$ cat src/rtl/shift_add_mult.sv
// Iterative unsigned shift-and-add multiplier: one multiplier bit per clock,
// with a ripple-carry adder built from half/full-adder cells.

module shift_add_mult_half_adder (
    input  logic x,
    input  logic y,
    output logic s,
    output logic c
);
    assign s = x ^ y;
    assign c = x & y;
endmodule

module shift_add_mult_full_adder (
    input  logic x,
    input  logic y,
    input  logic ci,
    output logic s,
    output logic co
);
    logic p;
    assign p  = x ^ y;
    assign s  = p ^ ci;
    assign co = (x & y) | (ci & p);
endmodule

// WIDTH-bit ripple adder; the result keeps the carry out as its top bit.
module shift_add_mult_ripple_adder #(
    parameter int WIDTH = 8
) (
    input  logic [WIDTH-1:0] x,
    input  logic [WIDTH-1:0] y,
    output logic [WIDTH:0]   sum
);
    logic [WIDTH-1:0] carry;

    shift_add_mult_half_adder u_ha0 (
        .x (x[0]),
        .y (y[0]),
        .s (sum[0]),
        .c (carry[0])
    );

    for (genvar i = 1; i < WIDTH; i++) begin : g_fa
        shift_add_mult_full_adder u_fa (
            .x  (x[i]),
            .y  (y[i]),
            .ci (carry[i-1]),
            .s  (sum[i]),
            .co (carry[i])
        );
    end

    assign sum[WIDTH] = carry[WIDTH-1];
endmodule

// Handshakes: a transfer happens on a rising edge where valid && ready are
// both high; ready and valid are decoded from the state register only, so
// neither depends combinationally on the other side's signal.
module shift_add_mult #(
    parameter int WIDTH = 8
) (
    input  logic               clk,
    input  logic               rst,
    input  logic               in_valid,
    output logic               in_ready,
    input  logic [WIDTH-1:0]   a,
    input  logic [WIDTH-1:0]   b,
    output logic               out_valid,
    input  logic               out_ready,
    output logic [2*WIDTH-1:0] product,
    output logic               busy,
    output logic [1:0]         state
);
    localparam int CW = $clog2(WIDTH + 1);

    typedef enum logic [1:0] {
        IDLE = 2'd0,
        RUN  = 2'd1,
        DONE = 2'd2
    } state_t;

    state_t             state_q;
    state_t             state_d;
    logic [WIDTH-1:0]   mcand_q;
    logic [2*WIDTH-1:0] acc_q;
    logic [CW-1:0]      count_q;
    logic [2*WIDTH-1:0] product_q;

    logic [WIDTH-1:0]   addend;
    logic [WIDTH:0]     sum;
    logic [2*WIDTH-1:0] acc_shift;
    logic               last_step;
    logic               accept;
    logic               release_out;

    assign addend    = acc_q[0] ? mcand_q : '0;
    assign acc_shift = {sum, acc_q[WIDTH-1:1]};
    assign last_step = (count_q == CW'(WIDTH - 1));

    shift_add_mult_ripple_adder #(.WIDTH(WIDTH)) u_adder (
        .x   (acc_q[2*WIDTH-1:WIDTH]),
        .y   (addend),
        .sum (sum)
    );

    assign accept      = (state_q == IDLE) && in_valid;
    assign release_out = (state_q == DONE) && out_ready;

    always_ff @(posedge clk) begin
        if (rst) begin
            state_q <= IDLE;
        end else begin
            state_q <= state_d;
        end
    end

    always_comb begin
        state_d = state_q;
        case (state_q)
            IDLE:    if (accept) state_d = RUN;
            RUN:     if (last_step) state_d = DONE;
            DONE:    if (release_out) state_d = IDLE;
            default: state_d = IDLE;
        endcase
    end

    // The product register is loaded once with the final shifted word and is
    // left alone afterwards, so it stays valid through any output stall.
    always_ff @(posedge clk) begin
        if (rst) begin
            mcand_q   <= '0;
            acc_q     <= '0;
            count_q   <= '0;
            product_q <= '0;
        end else begin
            case (state_q)
                IDLE: begin
                    if (accept) begin
                        mcand_q <= a;
                        acc_q   <= {{WIDTH{1'b0}}, b};
                        count_q <= '0;
                    end
                end
                RUN: begin
                    acc_q   <= acc_shift;
                    count_q <= count_q + CW'(1);
                    if (last_step) begin
                        product_q <= acc_shift;
                    end
                end
                default: ;
            endcase
        end
    end

    assign in_ready  = (state_q == IDLE);
    assign out_valid = (state_q == DONE);
    assign busy      = (state_q != IDLE);
    assign product   = product_q;
    assign state     = state_q;
endmodule

$ cat config.mk
export PLATFORM = sky130hd
export DESIGN_NAME = shift_add_mult
export DESIGN_NICKNAME = d
export VERILOG_FILES = /design/src/rtl/shift_add_mult.sv
export SDC_FILE = /design/constraint.sdc
export NUM_CORES = 1
export LEC_CHECK = 0
export ABC_AREA = 1
export CAP_MARGIN = 20
export CELL_PAD_IN_SITES_DETAIL_PLACEMENT = 1
export CELL_PAD_IN_SITES_GLOBAL_PLACEMENT = 2
export CORE_ASPECT_RATIO = 1.75
export CORE_MARGIN = 2
export CORE_UTILIZATION = 25
export DETAILED_ROUTE_END_ITERATION = 12
export GPL_ROUTABILITY_DRIVEN = 0
export PLACE_DENSITY = 0.74
export SYNTH_ARGS = -nofsm -noshare
export SYNTH_HDL_FRONTEND = slang
export SYNTH_SLANG_ARGS = --single-unit
$ cat constraint.sdc
create_clock -name clk -period 3.7 [get_ports clk]
set_clock_uncertainty 0.1 [all_clocks]
set_input_delay 0.925 -clock clk [delete_from_list [all_inputs] [get_ports clk]]
set_output_delay 0.925 -clock clk [all_outputs]
set_load 0.01 [all_outputs]
# Yosys cells after proc, flatten, opt, wreduce, memory -nomap -nowiden
# Cells that the tools add are included.
# op_classes
n_bitwise	37
eq_ne	6
mux	9
n_addsub	1
n_reduce_logical	9
# ops
operator	count
one-hot mux 16 bit (2 select lines)	1
two-way mux 16 bit	1
bitwise AND 1 bit	15
XOR 1 bit	15
two-way mux 8 bit	1
one-hot mux 4 bit (2 select lines)	1
OR 1 bit	7
two-way mux 2 bit	3
one-hot mux 2 bit (3 select lines)	1
AND reduction 2 bit	3
adder 4 x 1 -> 4 bit, second input constant	1
equality test 4 x 3 -> 1 bit, second input constant	1
two-way mux 4 bit	1
!= test 2 x 1 -> 1 bit, second input constant	2
nonzero test 2 bit	2
AND reduction 3 bit	1
equality test 2 x 1 -> 1 bit, second input constant	1
equality test 2 bit, second input constant	1
logical AND 1 bit	2
zero test 2 bit	1
!= test 2 bit, second input constant	1
# totals
register_bits	46
wordCells	67
out_inout_bits	21
input_bits	20

# Depth between registers and ports, before layout
# Gate-level depths: netlist of the first run.
# depth
ltp_word	17
mapped_depth	19
depth_no_buf	18

# Hierarchy
# From an unflattened synthesis of the first run, not the netlist that was laid out.
# hier_totals
cells_unflattened	304
area_unflattened_um2	2198.4
# modules_own_cells
mod	cells_each	n_inst	area_each_um2	seq_area_each_um2
shift_add_mult	295	1	2038.2	920.9
shift_add_mult_full_adder	1	7	20.0	0.0
shift_add_mult_half_adder	1	1	12.5	0.0
shift_add_mult_ripple_adder	1	1	7.5	0.0

# Least setup slack after synthesis of the first run
# No wires, ideal clock.
# synth_timing
kind	reg2reg
from	register acc_q[0]
to	register acc_q[14]
synth_period_minus_slack_ns	3.488
path_stages_with_launch	19
required_ns	3.530
arrival_ns	3.317
slack_ns	0.212
setup_time_ns	0.070
path_buffers	1
cell_sequence	dfxtp_1 clkbuf_1 nand2_1 inv_1 ha_1 inv_1 fa_1 fa_1 inv_1 fa_1 inv_1 fa_1 inv_1 fa_1 fa_1 inv_1 fa_1 or2_1 a21oi_1
# synth_via
elab_chain_cells	16
word_cells_on_any_way	29
classes_between	2 x mux; 27 x bitwise
# synth_rtl
item	line_no	rtl
start: declaration	86	logic [2*WIDTH-1:0] acc_q;
start signal: assignment	141	acc_q <= {{WIDTH{1'b0}}, b};
start signal: assignment	146	acc_q <= acc_shift;
two-way mux 8 bit (*)	97	assign addend = acc_q[0] ? mcand_q : '0;
bitwise AND 1 bit or XOR 1 bit (tied branches)	11, 22	
bitwise AND 1 bit	24	assign co = (x & y) | (ci & p);
OR 1 bit	24	
bitwise AND 1 bit	24	
OR 1 bit	24	
bitwise AND 1 bit	24	
OR 1 bit	24	
bitwise AND 1 bit	24	
OR 1 bit	24	
bitwise AND 1 bit	24	
OR 1 bit	24	
bitwise AND 1 bit	24	
OR 1 bit	24	
XOR 1 bit (*)	23	assign s = p ^ ci;
one-hot mux 16 bit (2 select lines) (*)	137	case (state_q)
# Mark *: on every way between the ends. The rest lies on a longest branch, timed or not.
# A chain may end at the register's enable or synchronous reset.

# Worst setup path after layout of the first run
# Same ends and word-level chain as after synthesis.

==> summary.md, run 1 <==
| Metric | Value |
|---|---|
| Post-synthesis mux area share | `0%` |
| Multi-input gate area in the final layout | `1030 sq um` |
| Sum Neg Setup Slack | `0 ps` |
| Syn_nets | `339` |
| RSZ-0062 raised after global routing | `false` |
| Simple-gate share of the synthesized area | `34.8%` |
| Dpl hpwl | `4090 um` |
| Total CTS buffers | `5` |
| First-pass GRT wire length | `9340 um` |
| DRC viols | `0` |
| Share of the yosys chip area belonging to registers | `42.8%` |
| Global route hottest layer | `met2` |
| Share of layout cells above drive strength 1 | `5.73%` |
| Vias/cell | `4.16` |
| Die Width | `74.1 um` |
| Number of antenna diodes | `0` |
| XOR/XNOR share of the synthesized area | `0%` |
| Core Box Area | `8310 sq um` |
| CTS tree | `built` |
| Met1 Usage GRT | `15.7%` |
| CP endpoint kind | `flip-flop` |
| Run status | `finished, final reports clean` |
| Syn Area/Cell | `6.94 sq um` |
| Syn Inst Count | `310` |
| # nets final | `378` |
| WHS | `369 ps` |
| Peak VDD IR | `0.000178 V` |
| FF+latch count, synth | `46` |
| PD cells | `386 nW/um^2` |
| IO Pins | `41` |
| Clk sinks | `46` |
| Post_cts resized | `0` |
| CP startpoint kind | `flip-flop` |
| Critical Path RT | `3830 ps` |
| Reg clk slew, reported paths | `60 ps` |
| Number of global-route vias before repair | `1909` |
| Hold Path Class | `reg2reg` |
| Tcrit/Tclk final | `92.9%` |
| CP Max Fanout | `5` |
| Met2 capacity usage during global routing | `22.1%` |
| Post-synthesis compound-gate area fraction | `5.29%` |
| Final setup viols | `0` |
| Commonest cells after routing, fill and taps aside | `nand2_1 (85), nor2_1 (68), dfxtp_1 (45)` |
| Fillers | `1046` |
| Drt wl/cell | `11.8 um` |
| Synth Area in Adders | `7.67%` |
| Slew headroom | `59.5%` |
| GR Util met3 | `3.10%` |
| Max-slew violations | `0` |
| Total gr overflow | `0` |
| Main combinational cell family by area after synthesis | `simple AND/OR/NAND/NOR gates` |
| Yosys warns | `0` |
| Hold_buf cts | `0` |
| Die Area | `9400 sq um` |
| Total GRT Usage | `13.3%` |
| Longest Clk Path Bufs | `2` |
| Largest net degree at the start of global routing | `32` |
| Area taken by flip-flops and latches | `922 sq um` |
| Clk_lat worst skew | `290 ps` |
| Starting Density | `25.9%` |
| Minimum clock period | `3440 ps` |
| Max-Cap Viols | `0` |
| Critical Setup Path Class | `reg2reg` |
| Synthesis-to-finish area growth | `30.4%` |
| Fmax | `291 MHz` |
| CP Data Arrival Time | `3570 ps` |
| Via count | `1930` |
| Root buf cell | `clkbuf_16` |
| Slew @ Worst Pin | `606 ps` |
| Tot Pwr | `1.08 mW` |
| LEAKAGE | `1.18 nW` |
| Iter 0 DRT Violations | `94` |
| H-tree depth | `2` |
| # rows | `44` |
| Core Util, Final | `33.8%` |
| ANT nets after route | `0` |
| Port buffer count | `40` |
| Initial antenna violation count | `0` |
| Final Hold Viols | `0` |
| Pre-antenna DRT Iters | `4` |
| Routed WL | `5490 um` |
| Most common cell after layout, fill and taps aside | `nand2_1` |
| Post-CTS Setup Bufs | `0` |
| Synth unique cells | `20` |
| Die H | `127 um` |
| Synthesized area | `2150 sq um` |
[cells in the mapped netlist]
cell / count / area share [%]
nand2_1: 85 / 15
nor2_1: 68 / 12
dfxtp_1: 46 / 43
inv_1: 35 / 6.1
nand3_1: 16 / 3.7
a21oi_1: 13 / 3.0
o21ai_0: 8 / 1.9
buf_2: 7 / 1.6
fa_1: 7 / 6.5
nand3b_1: 5 / 1.7
clkbuf_1: 3 / 0.52
nor2_2: 3 / 0.87
or2_1: 3 / 0.87
buf_1: 2 / 0.35
buf_4: 2 / 0.70
ha_1: 2 / 1.2
or2_2: 2 / 0.58
inv_2: 1 / 0.17
nand2_2: 1 / 0.29
o21ai_2: 1 / 0.41
[final cells by class]
cell class	instances	area share, %
sequential	46	32.9
timing repair buffer	46	15.9
multi-input combinational	214	36.6
inverter	36	4.81
clock buffer	7	4.73
tap	115	5.13
[where the power goes]
part	leakage, nW	internal [mW]	total (mW)	switching [mW]
sequential	0.375	0.514	0.527	0.0126
clock	0.0640	0.247	0.431	0.184
combinational	0.741	0.0534	0.126	0.0722
total	1.18	0.815	1.08	0.268
[worst max-delay path: stages, from the launching register on]
cell and delay [ps]:
dfxtp_2 350, nand2_1 60, inv_1 50, ha_1 130
inv_1 50, fa_1 370, fa_1 360, inv_1 80
fa_1 160, inv_1 50, fa_1 350, inv_1 80
fa_1 190, fa_1 160, inv_1 50, fa_1 450
or2_1 230, a21oi_1 110
[sequential cells by signal, indices dropped and copies added, names as in the netlist]
register,cells
product,16
state,2
acc_q,16
mcand_q,8
count_q,4
[layer usage]
layer  up-vias  routed length [um]  part of all wire, %
met5         -                   0                    0
met4         0                 134                  2.4
li1       1005                   -                    -
met3         7                 163                  3.0
met1       891                2320                   42
met2        27                2870                   52
[cells by family (layout without fill, tap and decap cells)]
logic type                 count (synthesis)  after routing
AOI/OAI and AO/OA                         22             22
adders and majority gates                  9              9
DFF                                       46             46
and+or+nand+nor                          183            183
buffers and inverters                     50             89
[path summary, 6_finish.rpt]
check / startpoint / to / slack, ps / depth (start not counted)
setup / recovery: acc_q[0]$_SDFFE_PP0P_ / acc_q[14]$_SDFFE_PP0P_ / 260 / 17
hold / removal: acc_q[10]$_SDFFE_PP0P_ / acc_q[10]$_SDFFE_PP0P_ / 370 / 2
setup reg to reg: acc_q[0]$_SDFFE_PP0P_ / acc_q[14]$_SDFFE_PP0P_ / 260 / 17
hold reg to reg: acc_q[10]$_SDFFE_PP0P_ / acc_q[10]$_SDFFE_PP0P_ / 370 / 2
[through the flow]
stage | setup slack (ps) | instances | cell area (sq um)
after floorplan | 212 | 310 | 2150
after global placement | 283 | 457 | 2670
after detailed placement | 218 | 457 | 2670
after CTS | 202 | 464 | 2810
after global routing | 12.2 | 464 | 2810
final | 262 | 464 | 2810
Power figures use the tool's default switching activity.
==> run 2, diff against run 1 <==
--- a/config.mk
+++ b/config.mk
@@ -6,7 +6,7 @@
 export NUM_CORES = 1
 export LEC_CHECK = 0
 export ABC_AREA = 1
-export CAP_MARGIN = 20
+export CAP_MARGIN = 10
 export CELL_PAD_IN_SITES_DETAIL_PLACEMENT = 1
 export CELL_PAD_IN_SITES_GLOBAL_PLACEMENT = 2
 export CORE_ASPECT_RATIO = 1.75
==> results of run 2 <==
Same layout as run 1: the final DEF is identical, and so are final timing and power.
==> run 3, diff against run 2 <==
--- a/config.mk
+++ b/config.mk
@@ -15,6 +15,7 @@
 export DETAILED_ROUTE_END_ITERATION = 12
 export GPL_ROUTABILITY_DRIVEN = 0
 export PLACE_DENSITY = 0.74
+export SLEW_MARGIN = 5
 export SYNTH_ARGS = -nofsm -noshare
 export SYNTH_HDL_FRONTEND = slang
 export SYNTH_SLANG_ARGS = --single-unit
==> results of run 3 <==
Same layout as run 1: the final DEF is identical, and so are final timing and power.
